--- config.mk ---
export PLATFORM = sky130hd
export DESIGN_NAME = mem_arbiter
export DESIGN_NICKNAME = d
export VERILOG_FILES = /design/src/rtl/mem_arbiter.sv
export SDC_FILE = /design/constraint.sdc
export NUM_CORES = 1
export LEC_CHECK = 0
export CAP_MARGIN = 25
export CORE_AREA = 2 2 169 171
export CTS_BUF_LIST = sky130_fd_sc_hd__clkbuf_8
export DETAILED_ROUTE_END_ITERATION = 12
export DIE_AREA = 0 0 171 173
export PLACE_DENSITY = 0.61
export SLEW_MARGIN = 20
export SYNTH_ARGS = -nofsm -noshare
export SYNTH_HDL_FRONTEND = slang
export SYNTH_SLANG_ARGS = --single-unit
--- constraint.sdc ---
create_clock -name CLK -period 4.2 [get_ports CLK]
set_input_delay 0.63 -clock CLK [delete_from_list [all_inputs] [get_ports CLK]]
set_output_delay 0.63 -clock CLK [all_outputs]
set_load 0.005 [all_outputs]
--- src/rtl/mem_arbiter.sv ---
// Two-core memory arbiter: funnels instruction/data requests from two cores onto one RAM port.
// Data requests outrank fetches; a round-robin bit breaks ties within a class.
module mem_arbiter #(
    parameter int WORD_W  = 32,
    parameter int TIMEOUT = 255
) (
    input  logic                  CLK,
    input  logic                  RST,
    input  logic [1:0]            iREN,
    input  logic [1:0]            dREN,
    input  logic [1:0]            dWEN,
    input  logic [2*WORD_W-1:0]   iaddr,
    input  logic [2*WORD_W-1:0]   daddr,
    input  logic [2*WORD_W-1:0]   dstore,
    output logic [1:0]            iwait,
    output logic [1:0]            dwait,
    output logic [2*WORD_W-1:0]   iload,
    output logic [2*WORD_W-1:0]   dload,
    output logic                  ramREN,
    output logic                  ramWEN,
    output logic [WORD_W-1:0]     ramaddr,
    output logic [WORD_W-1:0]     ramstore,
    input  logic [WORD_W-1:0]     ramload,
    input  logic                  ram_ready,
    output logic                  timeout_err
);

    typedef enum logic {IDLE, ACCESS} state_t;

    localparam logic [7:0] TMO = 8'(TIMEOUT);

    state_t              state, state_nxt;
    logic                rr;
    logic [7:0]          cnt;
    logic                g_core, g_data, g_write;
    logic [WORD_W-1:0]   g_addr, g_store;

    logic [1:0]          d_req;
    logic                arb_valid, arb_data, arb_core, arb_write;
    logic [WORD_W-1:0]   arb_addr, arb_store;
    logic                req_live, abort, timed_out, done, pulse;

    function automatic logic [WORD_W-1:0] pick_word(input logic [2*WORD_W-1:0] v, input logic c);
        return c ? v[2*WORD_W-1:WORD_W] : v[WORD_W-1:0];
    endfunction

    assign d_req = dREN | dWEN;

    always_comb begin
        arb_valid = (|d_req) || (|iREN);
        arb_data  = |d_req;
        if (arb_data)
            arb_core = d_req[rr] ? rr : ~rr;
        else
            arb_core = iREN[rr] ? rr : ~rr;
        // a simultaneous read+write from one core is served as the write
        arb_write = arb_data && dWEN[arb_core];
        arb_addr  = arb_data ? pick_word(daddr, arb_core) : pick_word(iaddr, arb_core);
        arb_store = arb_data ? pick_word(dstore, arb_core) : '0;
    end

    // Writes are committed once granted; reads live only while the core keeps asking.
    assign req_live  = g_write || (g_data ? dREN[g_core] : iREN[g_core]);
    assign abort     = (state == ACCESS) && !req_live;
    assign timed_out = (state == ACCESS) && req_live && (cnt == TMO);
    assign done      = (state == ACCESS) && req_live && !timed_out && ram_ready;
    assign pulse     = done || timed_out;

    always_comb begin
        state_nxt = state;
        iwait     = 2'b11;
        dwait     = 2'b11;
        iload     = '0;
        dload     = '0;
        ramREN    = 1'b0;
        ramWEN    = 1'b0;
        ramaddr   = '0;
        ramstore  = '0;
        case (state)
            IDLE: begin
                if (arb_valid)
                    state_nxt = ACCESS;
            end
            ACCESS: begin
                ramREN   = !g_write;
                ramWEN   = g_write;
                ramaddr  = g_addr;
                ramstore = g_store;
                if (pulse) begin
                    if (g_data) dwait[g_core] = 1'b0;
                    else        iwait[g_core] = 1'b0;
                end
                if (done && !g_write) begin
                    if (g_data) begin
                        if (g_core) dload[2*WORD_W-1:WORD_W] = ramload;
                        else        dload[WORD_W-1:0]        = ramload;
                    end else begin
                        if (g_core) iload[2*WORD_W-1:WORD_W] = ramload;
                        else        iload[WORD_W-1:0]        = ramload;
                    end
                end
                if (abort || pulse)
                    state_nxt = IDLE;
            end
            default: state_nxt = IDLE;
        endcase
    end

    always_ff @(posedge CLK or posedge RST) begin
        if (RST) begin
            state       <= IDLE;
            rr          <= 1'b0;
            cnt         <= '0;
            timeout_err <= 1'b0;
            g_core      <= 1'b0;
            g_data      <= 1'b0;
            g_write     <= 1'b0;
            g_addr      <= '0;
            g_store     <= '0;
        end else begin
            state <= state_nxt;
            if (state == IDLE) begin
                if (arb_valid) begin
                    g_core  <= arb_core;
                    g_data  <= arb_data;
                    g_write <= arb_write;
                    g_addr  <= arb_addr;
                    g_store <= arb_store;
                    cnt     <= '0;
                end
            end else begin
                // rr only moves on when the favoured core actually got served
                if (pulse && (g_core == rr))
                    rr <= ~rr;
                if (timed_out)
                    timeout_err <= 1'b1;
                else if (!abort && !ram_ready)
                    cnt <= cnt + 8'd1;
            end
        end
    end

endmodule

# Yosys cells after proc, flatten, opt, wreduce, memory -nomap -nowiden

Index checks and enable logic that the tools add are counted.

$add $sub $neg: 1
Reduce and logical (&&, ||, !) cells: 26
Equality and inequality tests: 4
Magnitude comparators: 4
Bitwise operators: 4
Multiplexer cells: 46

Operators with widths:

| kind                                                                  | count |
|---|---|
| 64-bit 2-to-1 mux                                                     | 6 |
| 32-bit 2-to-1 mux                                                     | 9 |
| 8-bit 2-to-1 mux                                                      | 4 |
| 1-bit 2-to-1 mux                                                      | 19 |
| 2-bit 2-to-1 mux                                                      | 6 |
| 1-bit logical AND                                                     | 10 |
| 8-bit by 1-bit adder with 8-bit output (second input constant)        | 1 |
| 8-bit equality test (second input constant)                           | 1 |
| 1-bit by 2-bit < comparator with 1-bit output (second input constant) | 3 |
| 2-bit AND reduction                                                   | 3 |
| 1-bit logical NOT                                                     | 5 |
| 1-bit logical OR                                                      | 4 |
| 2-bit OR reduction                                                    | 2 |
| 3-bit AND reduction                                                   | 1 |
| 2-bit by 1-bit != test with 1-bit output (second input constant)      | 1 |
| 2-bit != test (second input constant)                                 | 1 |
| 1-bit NOT                                                             | 2 |
| 2-bit NOT                                                             | 1 |
| 2-bit OR                                                              | 1 |
| 1-bit case mux with 2 select lines                                    | 1 |
| 2-bit nonzero test                                                    | 1 |
| 1-bit demux with 1-bit select                                         | 1 |
| 1-bit equality test                                                   | 1 |
| 1-bit greater-or-equal comparator (second input constant)             | 1 |

Logic and storage cells: 94
Register bits after elaboration: 78
Output and inout port bits: 199
Bits of input ports: 233

# Depth between registers and ports, before layout

Word-level depth: 13
Mapped depth: 7
Depth with buffers taken out: 5

# Least setup slack after synthesis

Ideal clock, no wire load.

Path type: input to output
From: input iREN[0]
To: output iload[10]
Buffers on the path: 2
Data required time: 3.570 ns
Slack: 1.951 ns
Arrival time: 1.619 ns
Stages: 6
Cells stage by stage: mux2_4 -> o221a_2 -> buf_6 -> nand3_2 -> buf_4 -> nor2_1

Word-level cells in the longest chain between the ends: 12

RTL lines:

| item                                                  | line   | RTL |
|---|---|---|
| start, declared                                       | 9      | `input logic [1:0] iREN,` |
| 1-bit 2-to-1 mux (not written as such) * (2 in a row) | 63     | `assign req_live = g_write \|\| (g_data ? dREN[g_core] : iREN[g_core]);` |
| 1-bit 2-to-1 mux *                                    | 63     |  |
| 1-bit logical OR *                                    | 63     |  |
| 1-bit logical AND *                                   | 65, 66 |  |
| 1-bit logical AND                                     | 65     | `assign timed_out = (state == ACCESS) && req_live && (cnt == TMO);` |
| 1-bit logical NOT                                     | 66     | `assign done = (state == ACCESS) && req_live && !timed_out && ram_ready;` |
| 1-bit logical AND * (2 in a row)                      | 66     |  |
| 1-bit logical AND *                                   | 93     | `if (done && !g_write) begin` |
| 64-bit 2-to-1 mux *                                   | 93     |  |
| 64-bit 2-to-1 mux *                                   | 79     | `case (state)` |
| end, declared                                         | 17     | `output logic [2*WORD_W-1:0] iload,` |

Mark *: on every way between the ends. The rest lies on a longest branch, timed or not. The select of a mux whose other input is x is not followed.

# Worst setup path after layout

From: input dREN[1]
To: output dload[48]

Word-level cells in the longest chain between the ends: 12

RTL lines:

| item                                                  | line   | RTL |
|---|---|---|
| start, declared                                       | 10     | `input logic [1:0] dREN,` |
| 1-bit 2-to-1 mux (not written as such) * (2 in a row) | 63     |  |
| 1-bit 2-to-1 mux *                                    | 63     |  |
| 1-bit logical OR *                                    | 63     |  |
| 1-bit logical AND *                                   | 65, 66 |  |
| 1-bit logical AND                                     | 65     |  |
| 1-bit logical NOT                                     | 66     |  |
| 1-bit logical AND * (2 in a row)                      | 66     |  |
| 1-bit logical AND *                                   | 93     |  |
| 64-bit 2-to-1 mux *                                   | 93     |  |
| 64-bit 2-to-1 mux *                                   | 79     |  |
| end, declared                                         | 18     | `output logic [2*WORD_W-1:0] dload,` |

Marked as above.

==> flow_summary.json <==
{
  "cts_root_buf": "clkbuf_8",
  "post-place-ws_ns": 0.536,
  "fin_setup_tns_ns": 0,
  "first_pass_iters": 5,
  "synth_top_area_share_pct": 33.8,
  "synth_edf_count": 0,
  "io_buffers": 431,
  "clock_latency_ns": 0.36,
  "num_rows": 61,
  "n_fill_cell": 2897,
  "antenna_found_initial": 3,
  "finalClockSkew_ns": 0.0159,
  "cts_sinks": 78,
  "p_per_area_nw_per_um2": 490,
  "place_hpwl_mm": 21.0,
  "slew_headroom_pct": 49.8,
  "cts_max_path_buffers": 2,
  "grt_overflow": 0,
  "hold_viol": 0,
  "max_stage_delay_ns": 0.56,
  "wl_met2_mm": 14.6,
  "worst_pin_slew_ns": 0.753,
  "slowest_stage": "clkdlybuf4s50_1",
  "required_ns": 3.57,
  "avgSynthCellArea_um2": 8.19,
  "syn2layout_area_growth_pct": 83.3,
  "cts_made_buffers": 9,
  "grt_util_all_layers_pct": 17.0,
  "synth_area_um2": 5770,
  "cts_setup_buffers": 0,
  "worstPathCellList": "clkdlybuf4s50_1, mux2_4, o221a_2, nand3_4, nor2_1, clkdlybuf4s50_1",
  "cts_hold_buf": 0,
  "max-vdd-ir-drop_uv": 317,
  "cp-end-kind": "output pin",
  "fmax_mhz": 272,
  "fin_nets": 1334,
  "grt_pass1_wl_mm": 38.7,
  "cts_tree": "done",
  "m1WireLength_mm": 9.21,
  "status": "finished clean",
  "top_layer": "met5",
  "grt_start_max_net_pins": 143,
  "num_io_pins": 432,
  "core-area_um2": 27600,
  "slew_violations": 0,
  "initial_core_util_pct": 20.9,
  "wl_per_cell_um": 17.6,
  "drive_above_1_share_pct": 4.98,
  "syn_inst": 705,
  "wl_met3_mm": 1.75,
  "ys_ff_latch": 78,
  "fin_crit_ns": 3.68,
  "cts_htree_levels": 3,
  "grt_pass1_vias": 6615,
  "yosys.area.top_type": "dfrtp_1",
  "yosysWarnings": 0,
  "cp_max_fo": 32,
  "arrival_ns": 3.05,
  "ys_top_cells_by_area": "dfrtp_1, mux2i_1, nor2_1",
  "post-route-period-util_pct": 87.6,
  "synth_seq_area_share_pct": 33.8,
  "crit_type": "primary input to output pin",
  "leakage_nw": 4.24,
  "ys_types": 44,
  "die_area_um2": 29600,
  "synthFlopType": "dfrtp_1",
  "cts.clk_slew.worst_paths_ns": 0.08,
  "drt_iter0_drc": 261,
  "syn-num-nets": 939,
  "die_w_um": 171,
  "num_vias": 6652,
  "dp_cells": 1467,
  "drt_wl_total_mm": 26.1,
  "drc": 0,
  "instances_no_fill": 1483,
  "hold_class": "flip-flop to flip-flop",
  "setup_viol": 0,
  "startpoint_type": "primary input",
  "synthArstFlopShare_pct": 100,
  "via_per_inst": 4.49,
  "cap_violations": 0,
  "die-height_um": 173,
  "gp_congestion": 0.793,
  "fin_ws_ns": 0.520,
  "rsz0062_at_grt": "no",
  "ctsResizeCount": 0,
  "cpMostUsedCell": "clkdlybuf4s50_1",
  "ant_nets": 0,
  "p_total_w": 0.00518,
  "n_antenna_cell": 0
}
[metrics by stage]
stage | util (%) | area (um^2) | hold WS (ns)
final | 38.3 | 10600 | 0.478
after global routing | 38.3 | 10600 | 0.495
after CTS | 38.3 | 10600 | 0.484
after detailed placement | 37.5 | 10300 | 0.464
after global placement | 37.4 | 10300 | 0.456
after floorplan | - | 5770 | 0.442
[cells by family (layout without fill, tap and decap cells)]
group,after synthesis,count (layout),share of synthesized area (%)
AOI/OAI and AO/OA,88,88,11.9
adders and majority gates,1,1,0.217
buffers and inverters,68,468,6.80
DFF,78,78,33.8
muxes,103,103,18.1
and+or+nand+nor,367,367,29.2
[sequential cells by signal (all words and copies together), names as in the netlist]
register     cells
g_store         32
g_write          1
g_data           1
cnt              8
g_addr          32
state            1
g_core           1
rr               1
timeout_err      1
[cells in the mapped netlist, types with 3 or more instances]
cell	count
a41oi_1	3
dfrtp_1	78
mux2_4	3
and2_1	65
o221ai_1	32
nand2_1	107
mux2i_1	99
or2_1	3
buf_2	14
nor2b_1	3
nand3_1	37
clkbuf_1	25
buf_6	11
o21ai_0	6
a31oi_1	3
o21ai_1	29
nor2_1	136
buf_4	10
inv_1	6
[layout make-up]
| cell class | instances | area, um^2 | share of cell area [%] |
|---|---|---|---|
| repair buffers | 446 | 4460 | 42.2 |
| multi-input cells | 559 | 3430 | 32.4 |
| flip-flops and latches | 78 | 1960 | 18.5 |
| well taps | 378 | 473 | 4.47 |
| clock buffers | 10 | 138 | 1.30 |
| clock inverters | 6 | 93.8 | 0.887 |
| inverters | 6 | 23.8 | 0.225 |
[worst paths after layout]
check	startpoint	to	slack, ns	depth (start not counted)
min in group asynchronous	RST	g_addr[24]$_DFFE_PP0P_	0.61	2
max in group asynchronous	RST	g_store[21]$_DFFE_PP0P_	2.89	3
worst max-delay path	dREN[1]	dload[48]	0.52	6
worst min-delay path	timeout_err$_DFFE_PP0P_	timeout_err$_DFFE_PP0P_	0.48	1
worst max register to register	state$_DFF_PP0_	g_core$_DFFE_PP0P_	2.01	4
worst min register to register	timeout_err$_DFFE_PP0P_	timeout_err$_DFFE_PP0P_	0.48	1
[per-layer routing]
layer	vias up	track usage [%]
met5	-	0
met4	2	4.41
met3	31	3.32
met2	320	34.1
met1	3109	17.4
li1	3190	-
[where the power goes]
group	switching [W]	leakage (nW)	internal, W
Combinational	0.00161	3.17	0.00159
Sequential	0.000202	0.963	0.00111
Clock	0.000313	0.113	0.000355
Total	0.00213	4.24	0.00305
[cells in the final DEF (no fill, tap or decap), drive strengths merged, types with 3 or more instances in the layout]
master	count
clkdlybuf4s50	431
nor2	136
nand2	108
mux2i	99
dfrtp	78
and2	65
nand3	41
o21ai	36
o221ai	33
buf	15
clkbuf	10
inv	6
or2	5
mux2	4
a41oi	3
a31oi	3
nor2b	3
nor4	3
clkinv	3
[worst max-delay path, delay by kind of cell]
kind	cells	cell delay, ns
mux	1	0.20
compound gates	1	0.38
buf+inv	2	1.12
simple gates	2	0.71
Power figures use the tool's default switching activity.
